$ cat config.mk
export PLATFORM = sky130hd
export DESIGN_NAME = reg_share_arbiter
export DESIGN_NICKNAME = d
export VERILOG_FILES = /design/src/rtl/reg_share_arbiter.sv
export SDC_FILE = /design/constraint.sdc
export NUM_CORES = 1
export LEC_CHECK = 0
export CAP_MARGIN = 30
export CORE_MARGIN = 10
export CORE_UTILIZATION = 34
export CTS_BUF_LIST = sky130_fd_sc_hd__clkbuf_16
export DETAILED_ROUTE_END_ITERATION = 7
export PLACE_DENSITY = 0.7
export SLEW_MARGIN = 20
export SYNTH_ARGS = -nofsm -noshare
export SYNTH_HDL_FRONTEND = slang
export SYNTH_SLANG_ARGS = --single-unit
$ cat constraint.sdc
create_clock -name clk -period 1.7 [get_ports clk]
set_clock_uncertainty 0.1 [all_clocks]
set_input_delay 0.34 -clock clk [delete_from_list [all_inputs] [get_ports clk]]
set_output_delay 0.34 -clock clk [all_outputs]
set_load 0.03 [all_outputs]
$ cat src/rtl/reg_share_arbiter.sv
// reg_share_arbiter
//   Round-robin arbiter guarding a single shared storage register. One
//   requester at a time owns the register and may write it once per cycle,
//   for at most MAXHOLD writes per grant. Every handover passes through one
//   IDLE cycle with no grant.
//
//   state | meaning
//   ------+-------------------------------------------------------------
//   IDLE  | no owner; pick the next requester round-robin from last+1
//   GRANT | owner holds the register; writes while req[owner] stays high
//
// Ports
//   clk      in   clock, all state updates on the rising edge
//   rst      in   synchronous active-high reset
//   req      in   [NREQ]        per-requester access request
//   wdata    in   [NREQ*WIDTH]  write data, slice i*WIDTH +: WIDTH per requester
//   gnt      out  [NREQ]        one-hot-or-zero grant
//   owner    out  [log2 NREQ]   current or last granted requester
//   q        out  [WIDTH]       shared register contents
//   q_valid  out                one-cycle pulse marking a q update
//   busy     out                high while in GRANT

module reg_share_arbiter #(
    parameter int NREQ    = 4,
    parameter int WIDTH   = 8,
    parameter int MAXHOLD = 4
) (
    input  logic                      clk,
    input  logic                      rst,
    input  logic [NREQ-1:0]           req,
    input  logic [NREQ*WIDTH-1:0]     wdata,
    output logic [NREQ-1:0]           gnt,
    output logic [$clog2(NREQ)-1:0]   owner,
    output logic [WIDTH-1:0]          q,
    output logic                      q_valid,
    output logic                      busy
);

    localparam int OW = $clog2(NREQ);
    localparam int HW = 4;

    typedef enum logic {
        IDLE  = 1'b0,
        GRANT = 1'b1
    } state_t;

    state_t            state, state_nxt;
    logic [OW-1:0]     owner_r, owner_nxt;
    logic [OW-1:0]     last_r, last_nxt;
    logic [HW-1:0]     hold_cnt, hold_nxt;
    logic [WIDTH-1:0]  q_r, q_nxt;
    logic              qv_r, qv_nxt;

    logic [OW-1:0]     winner;
    logic              found;
    logic [OW-1:0]     idx_w;
    int                idx;

    // Round-robin search starting just above the last winner, wrapping.
    always_comb begin
        winner = '0;
        found  = 1'b0;
        idx    = 0;
        idx_w  = '0;
        for (int k = 1; k <= NREQ; k++) begin
            idx   = (int'(last_r) + k) % NREQ;
            idx_w = OW'(idx);
            if (!found && req[idx_w]) begin
                found  = 1'b1;
                winner = idx_w;
            end
        end
    end

    always_comb begin
        state_nxt = state;
        owner_nxt = owner_r;
        last_nxt  = last_r;
        hold_nxt  = hold_cnt;
        q_nxt     = q_r;
        qv_nxt    = 1'b0;
        case (state)
            IDLE: begin
                if (found) begin
                    state_nxt = GRANT;
                    owner_nxt = winner;
                    last_nxt  = winner;
                    hold_nxt  = '0;
                end
            end
            GRANT: begin
                if (req[owner_r]) begin
                    q_nxt  = wdata[int'(owner_r)*WIDTH +: WIDTH];
                    qv_nxt = 1'b1;
                    // Last permitted write also releases the grant.
                    if (hold_cnt == HW'(MAXHOLD - 1)) begin
                        state_nxt = IDLE;
                        hold_nxt  = '0;
                    end else begin
                        hold_nxt  = hold_cnt + 1'b1;
                    end
                end else begin
                    state_nxt = IDLE;
                end
            end
            default: state_nxt = IDLE;
        endcase
    end

    always_ff @(posedge clk) begin
        if (rst) begin
            state    <= IDLE;
            owner_r  <= '0;
            last_r   <= OW'(NREQ - 1);
            hold_cnt <= '0;
            q_r      <= '0;
            qv_r     <= 1'b0;
        end else begin
            state    <= state_nxt;
            owner_r  <= owner_nxt;
            last_r   <= last_nxt;
            hold_cnt <= hold_nxt;
            q_r      <= q_nxt;
            qv_r     <= qv_nxt;
        end
    end

    // gnt is derived from state and owner so it can never be multi-hot.
    assign busy    = (state == GRANT);
    assign gnt     = busy ? (NREQ'(1) << owner_r) : '0;
    assign owner   = owner_r;
    assign q       = q_r;
    assign q_valid = qv_r;

endmodule

# Word-level counts from Yosys, hierarchy flattened
# Cells that the tools add are included.
# totals
out_inout_bits	16
elab_cells	60
regBits	18
in_bits	38
# op_classes
n_reduce_logical	10
n_shift	2
muxes	28
magnitude_cmp	5
n_bitwise	1
eq_ne	3
addsub	5
# op_table
op	n
$shiftx A32 B6 Y8	1
$mux W4	4
$lt A2 B3 Y1 const B	5
$mux W1	13
$bmux W1 S2	5
$mux W2	4
$pmux W4 S2	1
$reduce_and A2 Y1	3
$add A2 B1 Y2 const B	2
$add A2 B2 Y2 const B	2
$add A4 B1 Y4 const B	1
$eq A4 B2 Y1 const B	1
$shl A1 B2 Y4 const A	1
$logic_and A1 B1 Y1	3
$logic_not A1 Y1	3
$ne A2 B1 Y1 const B	1
$ne A2 B2 Y1 const B	1
$pmux W1 S2	1
$reduce_or A2 Y1	1
$not A1 Y1	1

# Longest topological paths before layout
# logic_depth
depth_word	15
mapped_depth	6
depth_no_buf	4

# Worst setup path after synthesis
# OpenSTA, ideal clock, no wires.
# synth_timing
path_type	register -> output
from	register owner_r[0] (netlist: owner[0])
to	output port gnt[1]
n_path_buf	1
required_time_ps	1260
setup_slack_ps	-186
arrival_ps	1446
path_stages_with_launch	4
path_cell_list	dfxtp_1 -> buf_2 -> inv_1 -> nor2_1
# synth_between
elab_chain_cells	2
# synth_rtl
element	line	text
from (decl)	48	logic [OW-1:0] owner_r, owner_nxt;
from (signal assigned)	120	owner_r <= owner_nxt;
$shl A1 B2 Y4	130	assign gnt = busy ? (NREQ'(1) << owner_r) : '0;
$mux W4	130	
to (decl)	32	output logic [NREQ-1:0] gnt,
# Every way passes these cells.

# Worst setup path in the final report
# layout_timing
from	register qv_r (netlist: q_valid)
to	output port q_valid
# layout_rtl
element	line	text
from (decl)	52	logic qv_r, qv_nxt;
from (signal assigned)	124	qv_r <= qv_nxt;
to (decl)	35	output logic q_valid,
# No word-level cell between the ends.

==> out/results.ini <==
[run_status]
status = finished clean

[logic_synthesis]
synth_area_per_cell_um2 = 8.927
ys_ff_latch = 18
synth_warnings = 0
ys_seq_area_share_pct = 36.36
synthCells = 111
synth.distinct_cells = 27
syn-num-nets = 150
synthesis.area_um2 = 991.0

[clock_tree]
htree_levels = 1
clock_sinks = 18
cts_tree = yes
clkTransAtPathRegs_ps = 50
cts_buffers = 3
cts.path.max_buffers = 2
clk_latency_ps = 250
clockRootBuffer = clkbuf_16

[critical_path]
cp.required_ps = 1260
cp-endpoint = q_valid
worstPathMaxFanout = 1
cp_cell_sequence = clkdlybuf4s50_1
reg2reg_depth = 4
slowest_delay_ps = 670
r2r_end = q[1]
cp-end-kind = primary output
path_class = register to primary output
crit_start = q_valid
rr_startpoint = owner[0]
critPathTopFamily = buffers and inverters
start_kind = register
crit_cells = 1
reg2reg_slack_ps = 150
crit_arrival_ps = 1230
crit_path_top_delay_cell = clkdlybuf4s50_1
crit_buf_inv = 1

[floorplan]
initial_core_util_pct = 35.63
die_w_um = 73.99
rows = 19
core_region_area_mm2 = 0.002781
chipHeight_um = 73.99
die_area_mm2 = 0.005474
io_pins = 54

[min_path]
hold_class = register to register
worstHoldStart = q[6]

[job]
drv_cap = 0

[place]
hpwlAfterDp_um = 2899
pre_cts_slack_ps = -431.8
place.gp.congestion = 0.7810
dpl-instance-area_mm2 = 0.001640
port_buffers = 53

[sta]
fin_ws_ps = 31.03
period_share_pct = 98.17
hold_violations = 0
maxSlewViolCount = 0
slew_headroom_pct = 77.03
setup_viol = 0
rsz0062_at_grt = false
timing.fmax_mhz = 599.2
tightest_slew_ps = 345.9
finalCriticalPeriod_ps = 1669

[grt]
grt_start_max_net_pins = 17
grt_pass1_wl_um = 5540
grt_pass1_vias = 1197
grt.overflow.total = 0
track_usage_pct = 12.98
antenna_found_initial = 0

[layout]
final_cell_mix = 34 x clkdlybuf4s50_1, 27 x nand2_1, 18 x buf_4, 16 x dfxtp_1, 13 x a21oi_1
antennaDiodeCount = 0
final_cell_area_mm2 = 0.001738
final_util_pct = 62.48
regArea_um2 = 362.8
layout_commonest_cell = clkdlybuf4s50_1
nets = 217
multi_input_area_um2 = 608.1
drive_gt1_share_pct = 22.60
fillers = 253
area_growth_pct = 75.38

[route]
vias = 1093
drc = 0
dr.first_iter.drc_count = 43
detail-route-antenna-nets = 0
wire_per_inst_um = 16.66
dr.pass1.iters = 4
viasPerCell = 5.255
routed_wl_um = 3465

[power_and_ir_drop]
p_total_mw = 1.432
p_per_area_mw_per_mm2 = 823.9
p_leak_nw = 0.7341
peakVddDrop_mv = 0.7778

[metal layers]
metal / global-route usage, % / vias to the layer above / wire (um)
met3: 3.989 / 10 / 193
met5: 0 / - / 0
li1: - / 534 / -
met4: 6.211 / 0 / 110
met2: 22.06 / 37 / 1811
met1: 14.42 / 512 / 1350
[synth_stat cells]
master / number / area share (%)
nand2_1: 28 / 11
dfxtp_1: 18 / 36
a21oi_1: 13 / 6.6
mux4_2: 8 / 18
nor2_1: 8 / 3.0
clkbuf_1: 4 / 1.5
inv_1: 4 / 1.5
mux2i_1: 4 / 4.0
nand3_1: 3 / 1.5
buf_2: 2 / 1.0
nand2b_1: 2 / 1.3
o22ai_1: 2 / 1.3
a211oi_1: 1 / 0.76
a21oi_4: 1 / 1.6
and2_1: 1 / 0.63
ha_1: 1 / 1.3
nand3b_1: 1 / 0.76
nor2b_1: 1 / 0.63
nor3_1: 1 / 0.50
o211ai_1: 1 / 0.76
o21ai_0: 1 / 0.50
o221ai_1: 1 / 0.88
o22a_1: 1 / 0.88
o32ai_1: 1 / 0.88
o41ai_1: 1 / 0.88
or4_4: 1 / 1.1
or4b_1: 1 / 1.0
[cell families after synthesis]
| family | share of synthesized area, % |
|---|---|
| buffers and inverters | 4.040 |
| AOI/OAI and AO/OA | 15.03 |
| adders and majority gates | 1.262 |
| DFF | 36.36 |
| and+or+nand+nor | 21.09 |
| muxes | 22.22 |
[state kept, by name, summed over array words and instances, names as in the netlist]
| name | cells |
|---|---|
| q | 8 |
| hold_cnt | 4 |
| last_r | 2 |
| owner | 2 |
| busy | 1 |
| q_valid | 1 |
[through the flow]
stage	hold WS [ps]	setup TNS [ps]	std cells
after floorplan	359.8	0	111
after global placement	339.4	-4213	202
after detailed placement	344.8	-4803	202
after CTS	350.5	0	208
after global routing	383.5	0	208
final	344.4	0	208
[final cells by class]
type	instances	area share (%)
well taps	31	2.232
repair buffers	68	36.50
inverters	4	0.8639
multi-input cells	83	34.99
clock inverters	1	0.2160
clock buffers	3	4.320
flip-flops and latches	18	20.88
[power breakdown]
part | internal, mW | leakage, nW | switching (mW)
registers | 0.457 | 0.148 | 0.0351
logic | 0.244 | 0.548 | 0.213
clock network | 0.313 | 0.0385 | 0.169
[how the worst min path moves through the flow]
stage | to | cells after the start
5_1_grt | q[6] | 2
3_5_place_dp | q[6] | 2
2_1_floorplan | hold_cnt[2] | 2
3_3_place_gp | q[7] | 2
4_1_cts | q[4] | 2
6_report | q[6] | 2
[what timing repair did]
item                                    4_1_cts  5_1_grt
endpoints found under the setup margin       22        2
hold endpoints to repair                      0        0
setup buffers                                 2        0
hold buffers                                  0        0
resized for setup                            18        1
pin swaps                                     5        1
Note: power is estimated with default switching activity, not from simulation.
